### config.mk
export PLATFORM = sky130hd
export DESIGN_NAME = ram_read_streamer
export DESIGN_NICKNAME = d
export VERILOG_FILES = /design/src/rtl/ram_stream_pkg.sv /design/src/rtl/ram_stream_skid.sv /design/src/rtl/ram_read_streamer.sv
export SDC_FILE = /design/constraint.sdc
export NUM_CORES = 1
export LEC_CHECK = 0
export ABC_AREA = 0
export BUFFER_PORTS_ARGS = -buffer_cell sky130_fd_sc_hd__buf_2
export CORE_UTILIZATION = 40
export CTS_CLUSTER_SIZE = 28
export DETAILED_ROUTE_END_ITERATION = 16
export SKIP_CTS_REPAIR_TIMING = 1
export SLEW_MARGIN = 10
export SYNTH_ARGS = -nofsm -noshare
export SYNTH_HDL_FRONTEND = slang
export SYNTH_HIERARCHICAL = 1
export SYNTH_SLANG_ARGS = --single-unit
### constraint.sdc
create_clock -name read_clock -period 4.6 [get_ports read_clock]
set_input_delay 1.15 -clock read_clock [delete_from_list [all_inputs] [get_ports read_clock]]
set_output_delay 1.15 -clock read_clock [all_outputs]
set_load 0.02 [all_outputs]
### src/rtl/ram_stream_pkg.sv
// ram_stream_pkg: widths and FSM states shared by the RAM read and write sequencers
package ram_stream_pkg;
    localparam int DATA_W_DEF = 8;
    localparam int ADDR_W_DEF = 6;
    typedef enum logic [1:0] {IDLE, RUN, DRAIN} state_t;
endpackage

### src/rtl/ram_stream_skid.sv
// ram_stream_skid: 2-entry FIFO carrying each RAM byte with its end-of-burst flag
module ram_stream_skid #(
    parameter int DATA_W = ram_stream_pkg::DATA_W_DEF
) (
    input  logic              clk_w,
    input  logic              reset,
    input  logic              push,
    input  logic [DATA_W-1:0] push_data,
    input  logic              push_last,
    input  logic              pop,
    output logic [1:0]        count,
    output logic [DATA_W-1:0] data,
    output logic              last
);
    logic [DATA_W-1:0] mem [2];
    logic [1:0]        lst;
    logic              wr, rd;
    always_ff @(posedge clk_w) begin
        if (reset) begin
            mem[0] <= '0;
            mem[1] <= '0;
            lst    <= '0;
            wr     <= 1'b0;
            rd     <= 1'b0;
            count  <= 2'd0;
        end else begin
            if (push) begin
                mem[wr] <= push_data;
                lst[wr] <= push_last;
                wr      <= ~wr;
            end
            if (pop) rd <= ~rd;
            count <= count + {1'b0, push} - {1'b0, pop};
        end
    end
    assign data = mem[rd];
    assign last = lst[rd];
endmodule

### src/rtl/ram_read_streamer.sv
// ram_read_streamer: streams a burst of bytes from a registered-read RAM onto a ready/valid port
module ram_read_streamer #(
    parameter int DATA_W = ram_stream_pkg::DATA_W_DEF,
    parameter int ADDR_W = ram_stream_pkg::ADDR_W_DEF
) (
    input  logic              read_clock,
    input  logic              reset,
    input  logic              start,
    input  logic [ADDR_W-1:0] base_addr,
    input  logic [ADDR_W:0]   length,
    output logic [ADDR_W-1:0] read_addr,
    input  logic [DATA_W-1:0] q,
    output logic [DATA_W-1:0] out_data,
    output logic              out_valid,
    input  logic              out_ready,
    output logic              out_last,
    output logic              busy,
    output logic              done
);
    import ram_stream_pkg::*;
    state_t            state, state_n;
    logic [ADDR_W-1:0] ptr;
    logic [ADDR_W:0]   remaining;
    logic [1:0]        fifo_count;
    logic              inflight, inflight_last, zl_done;
    logic              accept, zero_req, pop, issue, last_issue, drain_done;
    // Issue only while the FIFO plus the byte still in the RAM pipe leaves room, so it never overflows
    always_comb begin
        accept     = state == IDLE && start && length != '0;
        zero_req   = state == IDLE && start && length == '0;
        pop        = out_valid && out_ready;
        issue      = state == RUN && ({1'b0, fifo_count} + {2'b00, inflight}) < (3'd2 + {2'b00, pop});
        last_issue = issue && remaining == (ADDR_W+1)'(1);
        drain_done = state == DRAIN && pop && out_last && fifo_count == 2'd1 && !inflight;
        state_n    = accept ? RUN : last_issue ? DRAIN : drain_done ? IDLE : state;
    end
    always_ff @(posedge read_clock) begin
        if (reset) begin
            state         <= IDLE;
            ptr           <= '0;
            remaining     <= '0;
            inflight      <= 1'b0;
            inflight_last <= 1'b0;
            zl_done       <= 1'b0;
        end else begin
            state         <= state_n;
            inflight      <= issue;
            inflight_last <= last_issue;
            zl_done       <= zero_req;
            if (accept) begin
                ptr       <= base_addr;
                remaining <= length;
            end else if (issue) begin
                ptr       <= ptr + ADDR_W'(1);
                remaining <= remaining - (ADDR_W+1)'(1);
            end
        end
    end
    ram_stream_skid #(.DATA_W(DATA_W)) u_skid (
        .clk_w    (read_clock),
        .reset    (reset),
        .push     (inflight),
        .push_data(q),
        .push_last(inflight_last),
        .pop      (pop),
        .count    (fifo_count),
        .data     (out_data),
        .last     (out_last)
    );
    assign read_addr = ptr;
    assign out_valid = fifo_count != 2'd0;
    assign busy      = state != IDLE;
    assign done      = zl_done | drain_done;
endmodule

# Word level (Yosys, flattened, before mapping)
# Memory sizes are Yosys's and may differ from the RTL's. A register that Yosys moved wholly into a read port is not among the register bits.
# Index checks and enable logic that the tools add are counted.
dict set report op_classes {
  add_sub_neg 6
  n_lt_le_gt_ge 4
  n_eq_ne 4
  mux 22
  bitwise_logic 3
  n_reduce_logical 22
}
# cell count
set op_table {}
lappend op_table {{$mux 7} 2}
lappend op_table {{$mux 1} 13}
lappend op_table {{$mux 6} 2}
lappend op_table {{$logic_and 1x1->1} 11}
lappend op_table {{$mux 8} 1}
lappend op_table {{$reduce_bool 2->1} 4}
lappend op_table {{$reduce_or 8->1} 1}
lappend op_table {{$eq 7x1->1 const B} 1}
lappend op_table {{$logic_not 7->1} 1}
lappend op_table {{$reduce_bool 7->1} 1}
lappend op_table {{$sub 7x1->7 const B} 1}
lappend op_table {{$add 6x1->6 const B} 1}
lappend op_table {{$eq 2x1->1 const B} 2}
lappend op_table {{$lt 1x2->1 const B} 2}
lappend op_table {{$mux 2} 2}
lappend op_table {{$add 2x1->3} 1}
lappend op_table {{$add 2x1->3 const A} 1}
lappend op_table {{$lt 3x3->1} 1}
lappend op_table {{$reduce_bool 3->1} 1}
lappend op_table {{$add 2x1->2} 1}
lappend op_table {{$bwmux 2} 1}
lappend op_table {{$eq 2x2->1 const B} 1}
lappend op_table {{$logic_not 2->1} 1}
lappend op_table {{$not 1->1} 2}
lappend op_table {{6 further kinds} 6}
dict set report totals {
  ff_bits 24
  ram_bits 16
  in_bits 25
  word_cells 73
  mem_count 1
}
# name depth word_bits read_ports rd_clocked_by_memory_dff write_ports line
set mem_list {}
lappend mem_list {u_skid.mem 2 8 1 1 2 ram_stream_skid.sv:15} ;# logic [DATA_W-1:0] mem [2];

# Logic depth before layout (Yosys ltp)
# Gate-level depths: netlist (run 1).
dict set report logic_depth {
  ltp_word 9
  ltp_mapped 8
}

# Modules after synthesis
# Netlist (run 1), hierarchy kept.
# mod instances cells_each area_each_um2 seq_area_each_um2
set modules_own_cells {}
lappend modules_own_cells {ram_stream_skid 1 81 1007.2 620.6}
lappend modules_own_cells {ram_read_streamer 1 119 996.0 360.3}

# Worst setup path before layout (run 1)
# No wires, ideal clock.
dict set report synth_path {
  kind {input to output}
  from {input port out_ready}
  to {output port done}
  t_arrival_ns 1.646
  path_slack_ns 1.804
  stages 3
  n_path_buf 0
  path_cell_list {nand4b_1 -> nor3_1 -> a21o_1}
}
dict set report synth_between {
  elab_chain_cells 6
}
# item line
set synth_rtl {}
lappend synth_rtl {{start: declaration} ram_read_streamer.sv:15} ;# input logic out_ready,
lappend synth_rtl {{$logic_and 1x1->1} ram_read_streamer.sv:31} ;# pop = out_valid && out_ready;
lappend synth_rtl {{$logic_and 1x1->1 (4 in a row)} ram_read_streamer.sv:34} ;# drain_done = state == DRAIN && pop && out_last && fifo_count == 2'd1 && !inflight;
lappend synth_rtl {{$or 1x1->1} ram_read_streamer.sv:73} ;# assign done = zl_done | drain_done;
lappend synth_rtl {{end: declaration} ram_read_streamer.sv:18} ;# output logic done
# No other way between the ends.

# Final worst setup path (run 1)
# Ends and elaborated chain as after synthesis.

==> flow_metrics.env, run 1 <==
export IMPL_status="complete, no violations"
export IMPL_period_share_pct=65.1
export IMPL_synthCells=200
export IMPL_pre_cts_slack_ps=1610
export IMPL_clk_path_buf_depth=2
export IMPL_dp_hpwl_um=2800
export IMPL_fin_skew_ps=3.92
export IMPL_critPathLaunchType="input pin"
export IMPL_fmax_ghz=0.334
export IMPL_path_buf_inv=2
export IMPL_grt_pass1_vias=1474
export IMPL_grt_pass1_wl_um=6700
export IMPL_layout_nets=274
export IMPL_cts_root_buffer="clkbuf_8"
export IMPL_vias_per_cell=4.96
export IMPL_num_rows=25
export IMPL_cp_arrival_ps=1850
export IMPL_top_layer="met4"
export IMPL_ys_types=48
export IMPL_finalSetupTns_ps=0
export IMPL_crit_path_top_delay_cell="nor3_1"
export IMPL_cp_required_ps=3450
export IMPL_slowest_delay_ps=220
export IMPL_cts_sinks=41
export IMPL_synthFlopType="dfxtp_1"
export IMPL_mostFrequentLayoutCells="42 x buf_2, 32 x nor2_1, 25 x dfxtp_1"
export IMPL_drt_met1_wl_um=1770
export IMPL_synth_area_per_cell_um2=10.0
export IMPL_timing_final_ws_setup_ps=1600
export IMPL_max_cap_violations=0
export IMPL_clk_pin_slew_ps=70
export IMPL_grt_max_degree=31
export IMPL_grt_use_total_pct=16.9
export IMPL_core_area_mm2=0.00479
export IMPL_worstSetupEndpointType="primary output"
export IMPL_wirelength_um=4000
export IMPL_syn_area_mm2=0.00200
export IMPL_vias=1537
export IMPL_initial_core_util_pct=41.9
export IMPL_finalSetupViolCount=0
export IMPL_cp_cell_sequence="buf_2 > nand4b_1 > nor3_1 > a21o_1 > buf_2"
export IMPL_die_w_um=72.8
export IMPL_yosysSeqAreaShare_pct=49.0
export IMPL_synth_edf_count=16
export IMPL_crit_family="simple AND/OR/NAND/NOR gates"
export IMPL_final_common_cell="buf_2"
export IMPL_drive_gt1_share_pct=29.6
export IMPL_diodes=0
export IMPL_antenna_found_initial=0
export IMPL_wl_per_cell_um=12.9
export IMPL_cp_max_fo=2
export IMPL_io_pins=43
export IMPL_maxSlewHeadroom_pct=65.8
export IMPL_ys_ff_latch=41
export IMPL_p_per_area_mw_per_mm2=453
export IMPL_grt_setup_unrepaired="no"
export IMPL_hold_violations=0
export IMPL_h_tree_depth=2
export IMPL_ir_drop_v=0.000165
export IMPL_wl_met2_um=1950
export IMPL_clk_latency_ps=290
export IMPL_wl_met3_um=218
export IMPL_place_congestion=0.830
export IMPL_whs_ps=458
export IMPL_cts_buffers=5
export IMPL_drc=0
export IMPL_io_buffers=42
export IMPL_drtIter0Drc=59
export IMPL_ys_warnings_count=6
export IMPL_final_max_slew_viol_count=0
export IMPL_syn_nets=232
export IMPL_die_area_mm2=0.00529
export IMPL_critPathKind="input pin to primary output"
export IMPL_antenna_left=0
export IMPL_dr_pass1_iters=4
export IMPL_hp_class="flip-flop to flip-flop"
export IMPL_p_leak_nw=1.01
export IMPL_synthArstFlopShare_pct=0
export IMPL_die_h_um=72.8
export IMPL_grt_overflow=0
export IMPL_post_route_min_period_ps=3000
export IMPL_worst_path_most_repeated_cell="buf_2"
export IMPL_cts_tree="built"
export IMPL_syn2layout_area_growth_pct=18.1
export IMPL_tightest_slew_ps=513
## kinds of logic after synthesis
logic type      Yosys count  synth area share [%]
compound gates           36                  12.9
xor+xnor                  4                  1.75
fa+ha+maj                 7                  4.37
buf+inv                  18                  4.37
flops                    41                  49.0
mux                      12                  6.56
simple gates             82                  21.0
## registers in the layout, summed over array words and instances (netlist names), named ones only
name,flops
u_skid/mem,16
remaining,7
read_addr,6
state,2
u_skid/count,2
u_skid/lst,2
inflight,1
inflight_last,1
u_skid/rd,1
u_skid/wr,1
zl_done,1
## cell type report
class,instances,area [µm²]
Inverter,11,41.3
Tap cell,67,83.8
Clock buffer,8,115
Sequential cell,41,981
Fill cell,476,2420
Timing Repair Buffer,42,210
Multi-Input combinational cell,141,935
## cells in the mapped netlist (2+ instances only)
library cell | number | area [µm²]
or2b_1 | 2 | 15.0
nor2_1 | 32 | 120
a311oi_1 | 2 | 17.5
buf_2 | 4 | 20.0
o21ai_0 | 4 | 20.0
nor3_1 | 7 | 35.0
o22ai_1 | 5 | 31.3
dfxtp_1 | 25 | 500
inv_1 | 11 | 41.3
a21o_1 | 2 | 15.0
o21ai_1 | 2 | 10.0
xnor2_1 | 3 | 26.3
mux2i_1 | 3 | 30.0
nand3_1 | 5 | 25.0
and3_1 | 2 | 12.5
or2_2 | 2 | 12.5
mux2_2 | 9 | 101
a22o_1 | 2 | 17.5
ha_1 | 7 | 87.6
edfxtp_1 | 16 | 480
nand2b_1 | 9 | 56.3
a211oi_1 | 3 | 22.5
a32oi_1 | 2 | 17.5
nand2_1 | 11 | 41.3
a21oi_1 | 7 | 35.0
## power breakdown
| part | leakage [nW] | switching [mW] | internal (mW) | total (mW) |
|---|---|---|---|---|
| logic | 0.576 | 0.177 | 0.138 | 0.315 |
| registers | 0.372 | 0.0482 | 0.425 | 0.473 |
| clock network | 0.0601 | 0.123 | 0.161 | 0.284 |
| total | 1.01 | 0.348 | 0.724 | 1.07 |
## layer usage
metal | GRT usage [%] | vias up
li1 | - | 792
met1 | 20.8 | 697
met2 | 28.1 | 43
met3 | 3.87 | 5
met4 | 7.84 | 0
met5 | 0 | -
## per-stage QoR
stage	total power [mW]	cell area (µm²)	std cells	util, %
after floorplan	0.718	2000	200	-
after global placement	0.794	2250	302	47.0
after detailed placement	0.799	2250	302	47.0
after CTS	1.09	2370	310	49.4
after global routing	1.14	2370	310	49.4
final	1.07	2370	310	49.4
## path summary, 6_finish.rpt
kind | start | depth (start not counted) | slack (ps) | end
setup reg to reg | inflight | 6 | 2490 | remaining[4]
hold / removal | u_skid/lst[1] | 2 | 460 | u_skid/lst[1]
hold reg to reg | u_skid/lst[1] | 2 | 460 | u_skid/lst[1]
setup / recovery | out_ready | 5 | 1600 | done
## worst reg2reg max path, cell delays in order (launching register included)
cell,delay (ps)
dfxtp_1,410
ha_1,220
ha_1,190
nor3b_2,390
nand2_1,400
o211ai_1,280
a21oi_1,90
Power figures use the tool's default switching activity.
==> run 2: changes to the inputs <==
--- a/config.mk
+++ b/config.mk
@@ -5,7 +5,7 @@
 export SDC_FILE = /design/constraint.sdc
 export NUM_CORES = 1
 export LEC_CHECK = 0
-export ABC_AREA = 0
+export ABC_AREA = 1
 export BUFFER_PORTS_ARGS = -buffer_cell sky130_fd_sc_hd__buf_2
 export CORE_UTILIZATION = 40
 export CTS_CLUSTER_SIZE = 28
==> constraint.sdc (replaced) <==
create_clock -name read_clock -period 2.9 [get_ports read_clock]
set_input_delay 0.725 -clock read_clock [delete_from_list [all_inputs] [get_ports read_clock]]
set_output_delay 0.725 -clock read_clock [all_outputs]
set_load 0.02 [all_outputs]
==> run 2 against run 1 <==
Net effect: via count increased by 21%; area after synthesis increased by 10%; total power is 78% higher; non-clock buffer count unchanged; global-route usage fell by 0.61 points; clock skew grew 5.9 ps; core utilization grew 0.68 points; routed wire length increased by 11%; final cell count up 28%; first-iteration DRC count is 56% higher; largest cell class is now multi-input combinational cells; highest routed layer unchanged.
==> flow_metrics.env, run 2 <==
export IMPL_placed_area_mm2=0.00247
export IMPL_finalSetupViolCount=0
export IMPL_yosysMostFrequentCell="nor2_1"
export IMPL_final_max_slew_viol_count=0
export IMPL_grt_pass1_wl_um=7510
export IMPL_dp_hpwl_um=3260
export IMPL_synth_top_area_share_pct=22.7
export IMPL_tightest_slew_ps=454
export IMPL_cp_max_fo=3
export IMPL_diodes=0
export IMPL_yosysSeqAreaShare_pct=44.5
export IMPL_max_cap_violations=0
export IMPL_critPathKind="flip-flop to primary output"
export IMPL_layout_nets=358
export IMPL_status="complete, no violations"
export IMPL_reg2reg_slack_ps=1100
export IMPL_cts_tree="built"
export IMPL_hp_class="flip-flop to flip-flop"
export IMPL_synth_edf_count=16
export IMPL_initial_core_util_pct=42.4
export IMPL_grt_setup_unrepaired="no"
export IMPL_synth_area_per_cell_um2=7.85
export IMPL_regMostFlops="u_skid/mem"
export IMPL_vias_per_cell=4.70
export IMPL_post_route_min_period_ps=2200
export IMPL_grt_max_degree=14
export IMPL_placed_cells=389
export IMPL_ir_drop_v=0.000267
export IMPL_drc=0
export IMPL_maxSlewHeadroom_pct=69.7
export IMPL_fmax_ghz=0.455
export IMPL_cts_buffers=5
export IMPL_antenna_found_initial=0
export IMPL_cp_required_ps=2170
export IMPL_vias=1866
export IMPL_synthFlopType="dfxtp_1"
export IMPL_worst_r2r_path_depth=8
export IMPL_worstSetupEndpointType="primary output"
export IMPL_io_buffers=42
export IMPL_synthArstFlopShare_pct=0
export IMPL_grt_use_total_pct=16.3
export IMPL_core_area_mm2=0.00520
export IMPL_die_h_um=76.3
export IMPL_wl_per_cell_um=11.2
export IMPL_cts_sinks=41
export IMPL_critPathLaunchType="flip-flop"
export IMPL_largest_reg_flops=16
export IMPL_dr_pass1_iters=4
export IMPL_io_pins=43
export IMPL_hold_violations=0
export IMPL_hp_start="inflight_last"
export IMPL_syn2layout_area_growth_pct=18.3
export IMPL_fin_skew_ps=9.86
export IMPL_clk_latency_ps=290
export IMPL_antenna_left=0
export IMPL_period_share_pct=75.8
export IMPL_yosysTopAreaCell="dfxtp_1"
export IMPL_synthCells=281
export IMPL_drive_gt1_share_pct=23.2
export IMPL_hold_depth=2
export IMPL_synth_area_leaders="dfxtp_1 23%, edfxtp_1 22%, nor2_1 9.5%, nand2_1 9.2%, inv_1 6.6%"
export IMPL_final_common_cell="nor2_1"
export IMPL_die_area_mm2=0.00582
export IMPL_drtIter0Drc=92
export IMPL_grt_pass1_vias=1681
export IMPL_worstHoldEndpoint="u_skid/lst[1]"
export IMPL_syn_area_mm2=0.00221
export IMPL_finalSetupTns_ps=0
export IMPL_die_w_um=76.3
export IMPL_place_congestion=0.797
export IMPL_p_per_area_mw_per_mm2=730
export IMPL_ys_warnings_count=6
export IMPL_ys_types=30
export IMPL_clk_pin_slew_ps=80
export IMPL_clk_path_buf_depth=2
export IMPL_syn_nets=313
export IMPL_synth_common_cells="56 x nor2_1, 54 x nand2_1, 39 x inv_1"
export IMPL_layout_cells_non_filler=397
export IMPL_crit_reg2reg_launch="inflight"
export IMPL_fin_area_mm2=0.00261
export IMPL_ys_ff_latch=41
export IMPL_grt_overflow=0
export IMPL_mostFrequentLayoutCells="56 x nor2_1, 54 x nand2_1, 42 x buf_2"
export IMPL_pre_cts_slack_ps=769
export IMPL_num_rows=26
export IMPL_cts_root_buffer="clkbuf_8"
export IMPL_timing_final_ws_setup_ps=702
export IMPL_h_tree_depth=2
export IMPL_wirelength_um=4440
export IMPL_p_leak_nw=1.26
export IMPL_cp_arrival_ps=1470
export IMPL_r2r_end="state[0]"
==> run 2: cell count changes after synthesis, moves of 3 or more <==
cell and delta:
nand2_1 +43, inv_1 +28, nor2_1 +24, nand3_1 +23, nand2b_1 -9, inv_2 +5
nor3_1 -5, o22ai_1 -5, nand4_1 +4, a211oi_1 -3, a21oi_1 -3, mux2i_1 -3
nand2_2 +3
==> run 2: worst max-delay path, cell delays in order, from the launching register on <==
cell and delay, ps:
dfxtp_1 330, o21ai_0 280, nand2_1 90, nor3_1 130
nand3_1 120, nand2_1 80, buf_2 160
==> run 2: worst max path at each step <==
stage / startpoint / slack (ps) / end / depth (start not counted)
after floorplan: u_skid/rd / 810 / done / 5
after global placement: out_ready / 790 / done / 5
after detailed placement: out_ready / 770 / done / 5
after CTS: u_skid/rd / 650 / done / 6
after global routing: u_skid/rd / 510 / done / 6
final: u_skid/rd / 700 / done / 6
==> run 2: kinds of logic (layout without fill, tap and decap cells) <==
family / count (synthesis) / in the layout / synth area share (%)
AO/OA/AOI/OAI: 14 / 14 / 4.48
XOR/XNOR: 3 / 3 / 1.19
AND/OR/NAND/NOR: 160 / 160 / 33.0
flip-flops: 41 / 41 / 44.5
multiplexers: 8 / 8 / 4.08
buffers and inverters: 48 / 94 / 8.79
adder cells (fa/ha/maj): 7 / 7 / 3.97
==> run 2: power by group <==
group,internal (mW),switching [mW],total (mW)
Sequential,0.675,0.0822,0.757
Clock,0.342,0.197,0.539
Combinational,0.238,0.369,0.606
Total,1.25,0.648,1.90
==> run 2: layout make-up <==
cell class	instances	area (µm²)
Multi-Input combinational cell	192	1030
Clock buffer	5	68.8
Fill cell	541	2600
Clock inverter	3	65.1
Tap cell	70	87.6
Inverter	44	165
Sequential cell	41	981
Timing Repair Buffer	42	210
==> run 2: metrics by stage <==
stage	hold slack (ps)	total power, mW	utilization (%)
detailed placement	441	1.38	47.5
CTS	468	1.92	50.1
global placement	437	1.38	47.5
finish	458	1.90	50.1
global route	506	2.03	50.1
floorplan	419	1.23	-
==> run 2: routing by layer <==
| layer | GRT usage (%) | routed length [µm] |
|---|---|---|
| met1 | 19.8 | 2080 |
| met2 | 27.5 | 2060 |
| met3 | 3.83 | 206 |
| met4 | 6.92 | 83 |
| met5 | 0 | 0 |
==> run 3: changes to the inputs <==
==> constraint.sdc (replaced) <==
create_clock -name read_clock -period 2.3 [get_ports read_clock]
set_input_delay 0.575 -clock read_clock [delete_from_list [all_inputs] [get_ports read_clock]]
set_output_delay 0.575 -clock read_clock [all_outputs]
set_load 0.02 [all_outputs]
==> run 3 against run 2 <==
Net effect: worst hold slack lost 6.7 ps; cell area shrank 1.5%; via count shrank 1.3%; first-iteration DRC count grew 4.3%; combinational power grew 26%; core utilization shrank 0.77 points; largest power group unchanged.
==> flow_metrics.env, run 3 (synthesized netlist as in run 2, its figures left out) <==
export IMPL_status="complete, no violations"
export IMPL_pwr_share_seq_pct=43.9
export IMPL_placed_area_mm2=0.00248
export IMPL_p_leak_nw=1.24
export IMPL_worst_path_most_repeated_cell="nand2_1"
export IMPL_period_share_pct=89.8
export IMPL_grt_max_degree=14
export IMPL_h_tree_depth=2
export IMPL_crit_family="simple AND/OR/NAND/NOR gates"
export IMPL_io_buffers=42
export IMPL_p_comb_share_pct=35.0
export IMPL_cp_cell_sequence="o21ai_0 > nand2_1 > nor3_1 > nand3_1 > nand2_1 > buf_2"
export IMPL_core_area_mm2=0.00520
export IMPL_drtIter0Drc=96
export IMPL_vias=1841
export IMPL_dr_pass1_iters=4
export IMPL_dp_hpwl_um=3330
export IMPL_grt_pass1_wl_um=7510
export IMPL_finalSetupViolCount=0
export IMPL_io_pins=43
export IMPL_die_area_mm2=0.00582
export IMPL_final_common_cell="nor2_1"
export IMPL_n_fill_cell=544
export IMPL_cts_root_buffer="clkbuf_8"
export IMPL_worstSetupEndpointType="primary output"
export IMPL_clk_pin_slew_ps=70
export IMPL_cp_arrival_ps=1490
export IMPL_switching_power_mw=0.812
export IMPL_antenna_left=0
export IMPL_num_rows=26
export IMPL_hp_class="flip-flop to flip-flop"
export IMPL_place_congestion=0.837
export IMPL_maxSlewHeadroom_pct=70.9
export IMPL_worstHoldEndpoint="u_skid/lst[1]"
export IMPL_layout_nets=359
export IMPL_hold_depth=2
export IMPL_p_int_mw=1.36
export IMPL_die_h_um=76.3
export IMPL_die_w_um=76.3
export IMPL_syn2layout_area_growth_pct=16.4
export IMPL_switching_share_pct=37.4
export IMPL_fin_skew_ps=5.34
export IMPL_crit_reg2reg_launch="u_skid/count[0]"
export IMPL_clockPowerShare_pct=21.0
export IMPL_crit_start="u_skid/rd"
export IMPL_cts_buffers=5
export IMPL_hp_start="inflight_last"
export IMPL_worst_r2r_path_depth=8
export IMPL_initial_core_util_pct=42.4
export IMPL_path_buf_inv=1
export IMPL_antenna_found_initial=0
export IMPL_grt_use_total_pct=16.1
export IMPL_vias_per_cell=4.63
export IMPL_tightest_slew_ps=435
export IMPL_critPathLaunchType="flip-flop"
export IMPL_grt_setup_unrepaired="no"
export IMPL_fmax_ghz=0.484
export IMPL_drc=0
export IMPL_drive_gt1_share_pct=23.5
export IMPL_cts_tree="built"
export IMPL_clk_path_buf_depth=2
export IMPL_cts_sinks=41
export IMPL_grt_pass1_vias=1673
export IMPL_cp_required_ps=1730
export IMPL_fin_area_mm2=0.00257
export IMPL_largest_reg_flops=16
export IMPL_critPathKind="flip-flop to primary output"
export IMPL_regMostFlops="u_skid/mem"
export IMPL_r2r_end="state[0]"
export IMPL_cp_max_fo=3
export IMPL_max_cap_violations=0
export IMPL_ir_drop_v=0.000408
export IMPL_crit_path_top_delay_cell="dfxtp_1"
export IMPL_reg2reg_slack_ps=590
export IMPL_finalSetupTns_ps=0
export IMPL_wl_per_cell_um=11.0
export IMPL_wirelength_um=4360
export IMPL_clk_latency_ps=290
export IMPL_slowest_delay_ps=340
export IMPL_final_max_slew_viol_count=0
export IMPL_p_per_area_mw_per_mm2=846
export IMPL_hold_violations=0
export IMPL_mostFrequentLayoutCells="56 x nor2_1, 54 x nand2_1, 42 x buf_2"
export IMPL_diodes=0
export IMPL_fin_util_pct=49.4
export IMPL_grt_overflow=0
export IMPL_post_route_min_period_ps=2060
-- run 3: cell count changes in the layout (fill, tap and decap cells not counted), sizes merged --
cell | before | now
clkinvlp | 0 | 1
bufinv | 2 | 0
clkinv | 1 | 2
buf | 42 | 43
-- run 3: worst max-delay path by stage --
stage,cells past startpoint,end
after floorplan,5,done
after global placement,5,done
after detailed placement,5,done
after CTS,6,done
after global routing,6,done
final,6,done
-- run 3: worst register-to-register path, cell delays in order (launching register included) --
cell and delay, ps:
dfxtp_1 350, ha_1 210, ha_1 210, nor3_4 300
inv_2 80, a21oi_4 200, nand2_1 120, nand2_1 70
a21oi_1 50
-- run 3: through the flow --
stage | hold WS (ps) | std cells | setup WS, ps | power, mW
after floorplan | 419 | 281 | 359 | 1.55
after global placement | 434 | 390 | 489 | 1.74
after detailed placement | 445 | 390 | 468 | 1.74
after CTS | 454 | 398 | 210 | 2.20
after global routing | 489 | 398 | 134 | 2.34
final | 451 | 398 | 235 | 2.17
-- run 3: layout make-up --
class                   instances  area (µm²)  share of cell area (%)
flip-flops and latches         41         981                    38.2
repair buffers                 43         218                    8.48
inverters                      44         165                    6.43
multi-input cells             192        1030                    40.1
clock buffers                   5        68.8                    2.68
clock inverters                 3        17.5                   0.682
well taps                      70        87.6                    3.41
-- run 3: power groups by stage --
| stage | combinational, mW | clock [mW] | sequential, mW |
|---|---|---|---|
| 2_1_floorplan | 0.596 | 0 | 0.951 |
| 3_3_place_gp | 0.767 | 0 | 0.972 |
| 3_5_place_dp | 0.767 | 0 | 0.974 |
| 4_1_cts | 0.770 | 0.471 | 0.958 |
| 5_1_grt | 0.865 | 0.498 | 0.972 |
| 6_report | 0.761 | 0.457 | 0.955 |
-- run 3: layer usage --
layer | up-vias | GRT usage (%) | share of wire, %
met5 | - | 0 | 0
met4 | 0 | 4.81 | 0.96
met3 | 4 | 4.07 | 4.7
met2 | 44 | 26.8 | 47
met1 | 805 | 20.3 | 47
li1 | 988 | - | -
